`src/rtl/instr_queue.sv`:
```
// instr_queue: fetch-to-decode circular instruction buffer with stall, flush and a NOP when empty.
module instr_queue #(
  parameter int DATA_WIDTH = 32,
  parameter int ADDR_WIDTH = 32,
  parameter int DEPTH = 4,
  parameter logic [DATA_WIDTH-1:0] NOP_INSTR = 32'h0000_0013
) (
  input  logic                         clk,
  input  logic                         rst,
  input  logic                         ValidF,
  input  logic [DATA_WIDTH-1:0]        InstrF,
  input  logic [ADDR_WIDTH-1:0]        PCF,
  output logic                         ReadyF,
  input  logic                         StallD,
  input  logic                         FlushD,
  output logic                         ValidD,
  output logic [DATA_WIDTH-1:0]        InstrD,
  output logic [ADDR_WIDTH-1:0]        PCD,
  output logic [$clog2(DEPTH+1)-1:0]   Count,
  output logic                         AlmostFull
);
  localparam int PW = $clog2(DEPTH);
  localparam int CW = $clog2(DEPTH+1);
  logic [DATA_WIDTH-1:0] instr_q [DEPTH];
  logic [ADDR_WIDTH-1:0] pc_q [DEPTH];
  logic [PW-1:0] wr_q, wr_d, rd_q, rd_d;
  logic [CW-1:0] cnt_q, cnt_d;
  logic push, pop;
  always_comb begin
    ReadyF = cnt_q != CW'(DEPTH);
    ValidD = cnt_q != '0;
    AlmostFull = cnt_q >= CW'(DEPTH-1);
    Count = cnt_q;
    InstrD = ValidD ? instr_q[rd_q] : NOP_INSTR;
    PCD = ValidD ? pc_q[rd_q] : '0;
    push = ValidF && ReadyF && !FlushD;
    pop = ValidD && !StallD && !FlushD;
    wr_d = FlushD ? '0 : push ? wr_q + PW'(1) : wr_q;
    rd_d = FlushD ? '0 : pop ? rd_q + PW'(1) : rd_q;
    cnt_d = FlushD ? '0 : cnt_q + CW'(push) - CW'(pop);
  end
  always_ff @(posedge clk or posedge rst)
    if (rst) begin
      wr_q <= '0;
      rd_q <= '0;
      cnt_q <= '0;
    end else begin
      wr_q <= wr_d;
      rd_q <= rd_d;
      cnt_q <= cnt_d;
    end
  // Payload storage is left uncleared; ValidD masks stale entries.
  always_ff @(posedge clk)
    if (push) begin
      instr_q[wr_q] <= InstrF;
      pc_q[wr_q] <= PCF;
    end
endmodule

```
`config.mk`:
```
export PLATFORM = sky130hd
export DESIGN_NAME = instr_queue
export DESIGN_NICKNAME = d
export VERILOG_FILES = /design/src/rtl/instr_queue.sv
export SDC_FILE = /design/constraint.sdc
export NUM_CORES = 1
export LEC_CHECK = 0
export BUFFER_PORTS_ARGS = -buffer_cell sky130_fd_sc_hd__buf_2
export CORE_MARGIN = 4
export CORE_UTILIZATION = 51
export DETAILED_ROUTE_END_ITERATION = 7
export PLACE_DENSITY = 0.75
export SYNTH_ARGS = -nofsm -noshare
export SYNTH_HDL_FRONTEND = slang
export SYNTH_SLANG_ARGS = --single-unit
```
`constraint.sdc`:
```
create_clock -name clk -period 2.7 [get_ports clk]
set_input_delay 0.27 -clock clk [delete_from_list [all_inputs] [get_ports clk]]
set_output_delay 0.27 -clock clk [all_outputs]
set_load 0.02 [all_outputs]
```
==> results, run 1 <==
- For this run the aggregate overflow at the end of global routing stands at 0.
- The wire length of the first global-routing pass is 31200 um.
- For the worst-skew pair, the clock arrives at the later sink with an insertion delay of 0.52 ns.
- The leakage power summed over all cells is 4.53 nW.
- For this run, the number of Yosys warnings is 0.
- The startpoint identified for the worst hold timing path is FlushD.
- The flow ran to the end, and the final reports show no timing, DRC or antenna violations.
- The critical path endpoint category is an output pin.
- At the worst endpoint, the arrival time is 2.29 ns.
- The number of standard cells in the final layout excluding fillers is 983.
- The transition time at the pin with the least slew margin is 0.569 ns.
- The initial core utilization is 52.1%.
- The startpoint identified for the worst register-to-register timing path is Count[1].
- In this run, CTS created clock tree buffers numbering 26.
- Of the total power, registers draw 42.9%.
- After synthesis, flip-flops and latches occupy 77.3% of the total area.
- In this run the worst path has a maximum fanout of 34.
- Ranked by total cell area, the synthesized netlist is headed by edfxtp_1 76%, mux4_2 14%, and2_1 4.0%, dfrtp_1 1.7%, ha_1 0.86%.
- The total iterations of the first detailed-routing run is 4.
- The worst clock skew is 0.00657 ns.
- The remaining antenna violation count after routing is 0.
- The number of buffer and inverter stages on the critical path is 2.
- The critical path runs through a total of 4 cells.
- The worst register-to-register path has a depth of 11.
- The path with the worst hold slack has its endpoint at rd_q[0].
- Across all hold checks on the routed design, the worst slack comes to 0.0378 ns.
- The synthesized netlist net count is 536.
- Max-cap violations in this run came to 0.
- The count of inserted antenna diode cells is 0.
- TritonCTS built the clock tree.
- The die covers 22300 um^2.
- The signal on the critical path passes through buf_12, mux4_2, and2_1, buf_2.
- The vertical extent of the die is 149 um.
- The clock root buffer master is clkbuf_16.
- In the final design database the tool counted 775 nets.
- The via count of the first global-routing pass is 5684.
- Global routing consumed, over all layers together, 18.1% of the routing resources.
- The worst endpoint required time is 2.43 ns.
- The clock net in this run drives a total of 263 sinks.
- The reg-to-reg endpoint is Count[2].
- The maximum vdd ir drop is 0.645 mV.
- Combinational logic is responsible for 27.4% of the overall power.
- The internal portion of the total power is 7.98 mW.
- The total negative slack is 0 ns.
- The number of max-slew violations in the final report is 0.
- Once placement completed, the tool counted placed cells totaling 858.
- The cell depth of the worst hold path is 2.
- The pin count of the biggest net entering global routing is 41.
- In this run the tightest slew margin relative to its limit is 62.0%.
- The total of buffers placed on input and output ports is 138.
- Setup violations remaining at the end of the flow were counted as 0.
- Measured along the x axis, the die boundary spans 149 um.
- After clock tree synthesis, the clock-pin slew on the worst setup and hold paths is 0.06 ns.
- Counting along the longest clock path gives a buffer depth of 3.
- In this run the power spent charging and discharging nets is 3.23 mW.
- The switching fraction of total power is 28.8%.
- The number of levels the H-tree was split into is 1.
- The total via count after detailed routing is 5204.
- The DRC violation count after routing is 0.
- The synthesized area per cell is 22.2 um^2.
- The total wirelength of the detailed-routed design is 20100 um.
- Setup repair after global routing left no endpoint under its margin.
- The slowest library cell on the worst path is dfrtp_4.
- Dividing the final minimum period by the clock period gives 95.0%.
- The distinct cell type count after synthesis is 26.
- The fmax is 0.390 GHz.
- Fill cells in the final layout number 1318.
- The average detailed-routed wire length per instance is 20.4 um.
- For this design the top-level I/O count stands at 139.
- The setup path with the least slack is of type flop to output pin.
- The fraction of layout cells with a size suffix above 1 is 38.2%.
- The worst hold-check path type is input pin to flop.
- The first-iteration detailed-routing DRC count is 263.
- The sort of element at the start of the critical path is a flop.
- In this run the power density over the cells is 873 nW/um^2.
- The relative contribution of the clock network to total power is 29.7%.
- The setup check on the worst reg-to-reg path leaves a slack of 0.48 ns.
- Relative to the synthesized area, the layout overhead comes to 26.4%.
- The cell count after synthesis came out at 459.
- The hold violation count in the final report is 0.
- After synthesis the cells add up to 10200 um^2.
- Synthesis inferred 263 register bits.
- The site row count is 51.
- At the end of the flow the core is filled with cells to 65.8%.
- The biggest area consumer among synthesized cells is edfxtp_1.
- Of the post-synthesis cell area, the dominant cell type holds 75.6%.
- The detailed-placement wirelength estimate is 11500 um.
- The initial antenna violation count is 0.
- The maximum single-stage delay on the critical path is 0.80 ns.
- The kind of cell with the highest combined delay along the critical path is flip-flops.
- The final critical delay including setup and external delays is 2.56 ns.
- The via-per-instance ratio is 5.29.
- The floorplan core area is 19500 um^2.
- The post-cts gate resize count is 0.
- The congestion estimate from routability-driven global placement came to 0.714.
synth_stat cells:
cell	number
buf_12	1
nor3_2	1
inv_1	10
nor3_1	2
mux4_2	64
dfrtp_1	7
buf_6	2
buf_4	3
o21ai_0	4
nand2b_1	3
or3_1	3
edfxtp_1	256
nor2b_1	1
xor2_1	1
nor2_1	3
buf_8	2
buf_2	5
mux2i_1	1
fa_1	1
or2_1	3
clkbuf_1	9
nor3b_1	1
ha_1	7
and2_1	65
nand2_1	1
a21oi_1	3
power groups by stage:
stage / Combinational [mW] / Clock (mW) / Sequential, mW
after floorplan: 1.95 / 0 / 4.86
after global placement: 2.78 / 0 / 4.98
after detailed placement: 2.80 / 0 / 4.99
after CTS: 2.99 / 3.40 / 4.86
after global routing: 3.32 / 3.58 / 4.82
final: 3.07 / 3.33 / 4.81
cell families after synthesis:
group	after synthesis	share of synthesized area, %
AOI/OAI and AO/OA	7	0.344
muxes	65	14.3
buffers and inverters	32	1.88
xor gates and xnor gates	1	0.0861
DFF	263	77.3
adders and majority gates	8	1.06
and+or+nand+nor	83	5.03
worst max-delay path by stage:
| stage | slack [ns] | end | startpoint |
|---|---|---|---|
| 2_1_floorplan | 0.44 | instr_q[0][0] | Count[1] |
| 3_3_place_gp | 0.38 | PCD[29] | rd_q[0] |
| 3_5_place_dp | 0.39 | PCD[30] | rd_q[0] |
| 4_1_cts | 0.03 | PCD[14] | rd_q[0] |
| 5_1_grt | 0.01 | PCD[17] | rd_q[1] |
| 6_report | 0.14 | PCD[5] | rd_q[1] |
stage by stage:
step	setup slack (ns)	instance area [um^2]	total power, mW
after floorplan	0.439	10200	6.81
after global placement	0.385	11300	7.76
after detailed placement	0.394	11300	7.80
after CTS	0.0340	12700	11.2
after global routing	0.0134	12800	11.7
final	0.135	12800	11.2
layer usage:
metal	wire (um)	vias up	global-route usage (%)	part of all wire (%)
met1	8080	2680	23.6	40
met5	0	-	0	0
li1	-	2330	-	-
met3	1400	25	4.28	7.0
met2	10300	169	31.6	51
met4	269	0	3.75	1.3
state kept, by name (all words and copies together), names as in the netlist:
register / flops
rd_q: 2
pc_q: 128
wr_q: 2
Count: 3
instr_q: 128
what timing repair did:
item	CTS	global route
hold buffers	65	0
hold endpoints to repair	263	0
setup endpoints to repair	42	19
buffers inserted	2	10
cells in the final DEF, fill, tap and decap left out, types with 5 or more instances in the layout:
master         netlist  routed
clkinv_1             0       8
dfrtp_1              7       5
buf_4                3      20
buf_2                5     138
ha_1                 7       7
clkbuf_1             9       6
dlygate4sd3_1        0      65
edfxtp_1           256     256
mux4_2              64      64
buf_12               1      10
and2_1              65      61
clkbuf_16            0      27
inv_1               10       9
area by class of cell:
type | count | area [um^2] | area share (%)
inverters | 10 | 37.5 | 0.292
repair buffers | 233 | 1690 | 13.2
clock inverters | 15 | 95.1 | 0.740
clock buffers | 33 | 698 | 5.43
multi-input cells | 164 | 2120 | 16.5
flip-flops and latches | 263 | 7870 | 61.3
well taps | 265 | 332 | 2.58
(Power assumes the default switching activity.)
==> run 2, diff against run 1 <==
--- a/config.mk
+++ b/config.mk
@@ -9,7 +9,7 @@
 export CORE_MARGIN = 4
 export CORE_UTILIZATION = 51
 export DETAILED_ROUTE_END_ITERATION = 7
-export PLACE_DENSITY = 0.75
+export PLACE_DENSITY = 0.87
 export SYNTH_ARGS = -nofsm -noshare
 export SYNTH_HDL_FRONTEND = slang
 export SYNTH_SLANG_ARGS = --single-unit
==> run 2 against run 1 <==
  * Global-route usage up 0.51 points
  * Final area down 0.12%
  * Die area unchanged
  * Worst hold slack worse by 0.0071 ns
  * Clock skew up 0.012 ns
  * Via count about the same
  * Maximum frequency down 0.45%
  * Flip-flop and latch count unchanged
  * Core utilization down 0.077 points
  * Total power up 1.1%
  * Highest routed layer unchanged
  * Routed wire length up 1.0%
==> results, run 2 (same netlist as run 1, synthesis figures left out) <==
- The horizontal die dimension is 149 um (unchanged).
- The power per unit of standard cell area is 883 nW/um^2 (+1.2%).
- The pin count of the biggest net entering global routing came to 63 (+54%).
- The setup slack of the critical path after layout was 0.124 ns (-0.0116 ns).
- The number of buffer and inverter stages on the critical path came to 2 (unchanged).
- The combined area of the multi-input logic cells is 2120 um^2 (unchanged).
- The initial core utilization is 52.1% (unchanged).
- The worst endpoint required time is 2.43 ns (about the same).
- The total wirelength of the detailed-routed design is 20300 um (+1.0%).
- The total via count after detailed routing is 5202 (-0.038%).
- Setup repair after global routing left no endpoint under its margin.
- The worst-skew pair later-pin latency came to 0.51 ns (about the same).
- The leading cell type in the layout, fill and taps excluded is edfxtp_1.
- The leakage power summed over all cells was 4.53 nW (about the same).
- The initial antenna violation count is 1 (+1).
- The run finished with clean final reports.
- The floorplan core area is 19500 um^2 (unchanged).
- The total iterations of the first detailed-routing run is 4 (unchanged).
- The total power is 11.3 mW (+1.1%).
- The average detailed-routed wire length per instance is 20.8 um (+1.8%).
- The site row count is 51 (unchanged).
- The hold violation count in the final report is 0 (unchanged).
- From synthesis to final layout, the design area changed by 26.2%.
- Broken down by cell family, the worst path's largest delay share belongs to flip-flops.
- The number of buffers inserted during clock tree synthesis is 26 (unchanged).
- The critical path endpoint category is an output pin.
- The maximum buffer depth of the clock tree is 3 (unchanged).
- The number of placed I/O pins was 139 (unchanged).
- The overall overflow remaining after global route is 0 (unchanged).
- The clock edge transition at the registers on the reported setup and hold paths is 0.07 ns (about the same).
- In the layout the commonest cells are 256 x edfxtp_1, 138 x buf_2, 65 x dlygate4sd3_1.
- The detailed-placement wirelength estimate came to 12100 um (+5.3%).
- The total of buffers placed on input and output ports is 138 (unchanged).
- The number of max-slew violations in the final report is 0 (unchanged).
- The vertical extent of the die came to 149 um (unchanged).
- The remaining antenna violation count after routing is 0 (unchanged).
- TritonCTS built the clock tree.
- The total of fill cells in the finished design came to 1318 (unchanged).
- The largest individual stage delay along the critical path comes from the cell dfrtp_4.
- The clock net sink count is 263 (unchanged).
- The number of levels the H-tree was split into is 1 (unchanged).
- The final setup violation count was 0 (unchanged).
- The final critical delay including setup and external delays was 2.58 ns (+0.0116 ns).
- The final worst-path cycle share came to 95.4% (+0.43 points).
- The final weighted congestion of routability-driven global placement is 0.784 (+9.8%).
- The total negative slack was 0 ns (unchanged).
- The fmax is 0.388 GHz (-0.45%).
- The kind of critical path is flop to output pin.
- The worst clock skew is 0.0187 ns (+0.0122 ns).
- The top fanout value on the critical path is 34 (unchanged).
- The wire length of the first global-routing pass came to 32000 um (+2.7%).
- The first-iteration detailed-routing DRC count is 298 (+13%).
- The fraction of layout cells with a size suffix above 1 was 38.5% (+0.34 points).
- The register cell area after layout is 7870 um^2 (unchanged).
- The number of max-cap violations is 0 (unchanged).
- The root buffer cell chosen for the clock tree is clkbuf_16.
- The worst slew margin relative to its limit is 61.2% (-0.88 points).
- The number of nets in the finished design is 767 (-1.0%).
- The arrival time at the worst endpoint is 2.31 ns (+0.02 ns).
- The sort of element at the start of the critical path is a flop.
- The global-route usage over all layers was 18.6% (+0.51 points).
- The worst slack on hold paths is 0.0307 ns (-0.00706 ns).
- The maximum single-stage delay on the critical path was 0.79 ns (about the same).
- The maximum vdd ir drop is 0.606 mV (-6.1%).
- The path class of the tightest hold or removal check is input pin to flop.
- Walking the worst path, the cells encountered are buf_12, mux4_2, and2_1, buf_2.
- The via count of the first global-routing pass is 5749 (+1.1%).
- The pre-CTS worst setup slack is 0.499 ns (+0.106 ns).
- The via-per-instance ratio was 5.34 (+0.78%).
- The transition time at the pin with the least slew margin came to 0.582 ns (+0.0131 ns).
- The DRC violation count after routing is 0 (unchanged).
- The full die area is 22300 um^2 (unchanged).
==> run 2: worst reg2reg max path: cells and delay by family, from the launching register on <==
kind | cells | cell delay [ns]
fa+ha+maj | 3 | 0.83
simple gates | 3 | 0.43
flops | 1 | 0.42
buf+inv | 3 | 0.21
xor+xnor | 1 | 0.16
==> run 2: path summary, 6_finish.rpt <==
path | startpoint | end | slack (ns) | depth (start not counted)
worst max register to register | Count[2] | Count[2] | 0.54 | 10
min in group asynchronous | rst | wr_q[0] | 0.29 | 3
max in group asynchronous | rst | rd_q[1] | 2.14 | 3
worst max-delay path | rd_q[1] | PCD[22] | 0.12 | 4
worst min register to register | wr_q[1] | wr_q[1] | 0.61 | 2
worst min-delay path | FlushD | rd_q[0] | 0.03 | 2
==> run 2: routing by layer <==
metal | global-route usage, % | share of wire (%)
met1 | 23.8 | 39
met2 | 33.4 | 54
met3 | 3.43 | 6.1
met4 | 4.35 | 1.5
met5 | 0 | 0
==> run 2: final cells by class <==
cell class	count	area share, %
clock inverter	19	1.49
clock buffer	28	5.29
multi-input combinational	164	16.6
antenna	1	0.0195
tap	265	2.58
timing repair buffer	225	12.4
sequential	263	61.3
inverter	10	0.312
==> run 2: metrics by stage <==
step | area (um^2) | instances | utilization (%)
5_1_grt | 12800 | 975 | 65.7
6_report | 12800 | 975 | 65.7
3_5_place_dp | 11300 | 858 | 57.7
4_1_cts | 12800 | 974 | 65.7
2_1_floorplan | 10200 | 459 | -
3_3_place_gp | 11300 | 858 | 57.7
==> run 2: repair_timing <==
item                                    CTS  global route
endpoints found under the hold margin   263             0
hold buffers                             65             0
gates resized for setup                   1             0
endpoints found under the setup margin   33             0
setup buffers                             4             0
==> run 2: power breakdown <==
part           switching (mW)  internal, mW
Combinational            1.66          1.24
Clock                    1.43          2.19
Sequential              0.108          4.71
==> run 3, diff against run 2 <==
--- a/config.mk
+++ b/config.mk
@@ -10,6 +10,7 @@
 export CORE_UTILIZATION = 51
 export DETAILED_ROUTE_END_ITERATION = 7
 export PLACE_DENSITY = 0.87
+export RECOVER_POWER = 50
 export SYNTH_ARGS = -nofsm -noshare
 export SYNTH_HDL_FRONTEND = slang
 export SYNTH_SLANG_ARGS = --single-unit
==> run 3 against run 2 <==
  * Largest cell class unchanged
  * Routed wire length about the same
  * Critical endpoint unchanged
  * First-iteration DRC count grew 16%
  * Maximum frequency increased by 0.27%
  * Via count rose by 0.60%
  * Die area is the same
  * Register-to-register slack worse by 0.13 ns
  * Highest routed layer unchanged
  * Sequential share of layout area increased by 0.44 points
==> results, run 3 (same netlist as run 1, synthesis figures left out) <==
- The cell depth of the worst hold path is 2 (unchanged).
- The worst setup slack for register-to-register paths is 0.41 ns (-0.13 ns).
- The via-per-instance ratio is 5.37 (+0.60%).
- The floorplan core area came to 19500 um^2 (unchanged).
- The global-route usage over all layers is 18.6% (unchanged).
- The clock net sink count is 263 (unchanged).
- The via count of the first global-routing pass is 5749 (unchanged).
- The overall overflow remaining after global route is 0 (unchanged).
- The number of max-cap violations is 0 (unchanged).
- The count of cells along the worst register-to-register path was 5 (-5).
- The final weighted congestion of routability-driven global placement is 0.784 (unchanged).
- The worst hold path terminates at rd_q[0].
- The full die area came to 22300 um^2 (unchanged).
- The worst register-to-register path begins at Count[2].
- The hold violation count in the final report is 0 (unchanged).
- The total iterations of the first detailed-routing run came to 4 (unchanged).
- The total of fill cells in the finished design is 1359 (+3.1%).
- The clock edge transition at the registers on the reported setup and hold paths is 0.07 ns (about the same).
- The DRC violation count after routing is 0 (unchanged).
- The CTS tree is built.
- The arrival time at the worst endpoint is 2.30 ns (about the same).
- The fmax is 0.389 GHz (+0.27%).
- Setup repair after global routing left no endpoint under its margin.
- The number of placed I/O pins was 139 (unchanged).
- The transition time at the pin with the least slew margin came to 0.758 ns (+0.175 ns).
- The worst hold-check path type is input pin to flop.
- The average detailed-routed wire length per instance was 20.8 um (about the same).
- From synthesis to final layout, the design area changed by 25.2%.
- The setup slack of the critical path after layout is 0.131 ns (+0.00705 ns).
- The worst endpoint required time came to 2.43 ns (about the same).
- The top fanout value on the critical path is 34 (unchanged).
- The fraction of layout cells with a size suffix above 1 was 28.6% (-9.9 points).
- The final critical delay including setup and external delays came to 2.57 ns (-0.00705 ns).
- The worst setup path is captured at an output pin.
- The horizontal die dimension is 149 um (unchanged).
- The pin count of the biggest net entering global routing came to 63 (unchanged).
- The number of max-slew violations in the final report is 0 (unchanged).
- The vertical extent of the die came to 149 um (unchanged).
- The maximum vdd ir drop was 0.610 mV (+0.66%).
- The total negative slack came to 0 ns (unchanged).
- The remaining antenna violation count after routing is 0 (unchanged).
- The maximum buffer depth of the clock tree came to 3 (unchanged).
- The reg-to-reg endpoint is instr_q[3][12].
- The pre-CTS worst setup slack came to 0.499 ns (unchanged).
- The worst-skew pair later-pin latency is 0.51 ns (about the same).
- The worst clock skew came to 0.0181 ns (-0.000645 ns).
- The leakage power summed over all cells came to 4.33 nW (-4.3%).
- The power per unit of standard cell area is 888 nW/um^2 (+0.53%).
- The leading cell type in the layout, fill and taps excluded is edfxtp_1.
- The initial core utilization is 52.1% (unchanged).
- The final setup violation count is 0 (unchanged).
- The final worst-path cycle share is 95.2% (-0.26 points).
- The register cell area after layout is 7870 um^2 (about the same).
- The total wirelength of the detailed-routed design is 20300 um (about the same).
- The total via count after detailed routing is 5233 (+0.60%).
- The worst setup path is of the flop to output pin kind.
- The cell sitting at the root of the clock tree is a clkbuf_16.
- The sort of element at the start of the critical path is a flop.
- The startpoint of the worst hold path is FlushD.
- The worst slew margin relative to its limit is 49.5% (-12 points).
- The number of levels the H-tree was split into came to 1 (unchanged).
- The first-iteration detailed-routing DRC count is 347 (+16%).
- The number of buffers inserted during clock tree synthesis is 26 (unchanged).
- The wire length of the first global-routing pass is 32000 um (unchanged).
- The initial antenna violation count came to 1 (unchanged).
- The detailed-placement wirelength estimate came to 12100 um (unchanged).
- The library cells used most frequently in the layout, excluding fill and tap cells, are 256 x edfxtp_1, 71 x buf_2, 70 x clkbuf_1.
- The number of nets in the finished design is 767 (unchanged).
- The total of buffers placed on input and output ports is 138 (unchanged).
- The flow ran to the end, and the final reports show no timing, DRC or antenna violations.
- The combined area of the multi-input logic cells was 2120 um^2 (-0.12%).
- The site row count is 51 (unchanged).
run 3: changes by cell type in the layout (fill, tap and decap cells not counted):
cell | before | now
and2_2 | 0 | 2
and2_4 | 4 | 2
buf_2 | 138 | 71
buf_4 | 15 | 13
clkbuf_1 | 1 | 70
dfrtp_1 | 5 | 6
dfrtp_4 | 2 | 1
run 3: worst max-delay path, stage by stage (launching register included):
cell,delay [ns]
dfrtp_4,0.79
buf_12,0.32
mux4_2,0.35
and2_1,0.17
buf_2,0.15
run 3: how the worst max path moves through the flow:
stage | from | to | slack [ns] | depth (start not counted)
floorplan | Count[1] | instr_q[0][0] | 0.44 | 3
finish | rd_q[1] | PCD[22] | 0.13 | 4
global route | rd_q[1] | PCD[23] | 0.003 | 4
global placement | rd_q[1] | InstrD[1] | 0.55 | 3
CTS | rd_q[1] | PCD[22] | 0.07 | 4
detailed placement | Count[1] | InstrD[19] | 0.50 | 5
run 3: stage by stage:
stage,std cells,util [%],total power [mW],cell area [um^2],hold WS (ns)
3_5_place_dp,858,57.7,7.73,11300,0.235
2_1_floorplan,459,-,6.81,10200,0.0734
6_report,975,65.2,11.3,12700,0.0365
5_1_grt,975,65.2,11.8,12700,0.0353
3_3_place_gp,858,57.7,7.66,11300,0.229
4_1_cts,974,65.7,11.5,12800,0.00450
run 3: final cells by class:
cell class                 count  share of cell area (%)
tap                          265                    2.60
clock inverter                19                    1.50
multi-input combinational    164                    16.7
timing repair buffer         225                    11.8
inverter                      10                   0.314
antenna                        1                  0.0196
sequential                   263                    61.8
clock buffer                  28                    5.33
run 3: repair_timing:
item,4_1_cts,5_1_grt
hold buffers,65,0
resized for setup,1,0
endpoints found under the setup margin,33,0
hold endpoints to repair,263,0
setup buffers,4,0
run 3: where the power goes:
| part | switching [mW] | internal (mW) | total, mW |
|---|---|---|---|
| Combinational | 1.66 | 1.22 | 2.88 |
| Clock | 1.43 | 2.19 | 3.62 |
| Sequential | 0.108 | 4.70 | 4.81 |
| Total | 3.20 | 8.11 | 11.3 |
run 3: layer usage:
layer,part of all wire [%],global-route usage [%]
met1,39,23.8
met4,1.5,4.35
met2,54,33.4
met5,0,0
met3,6.1,3.43
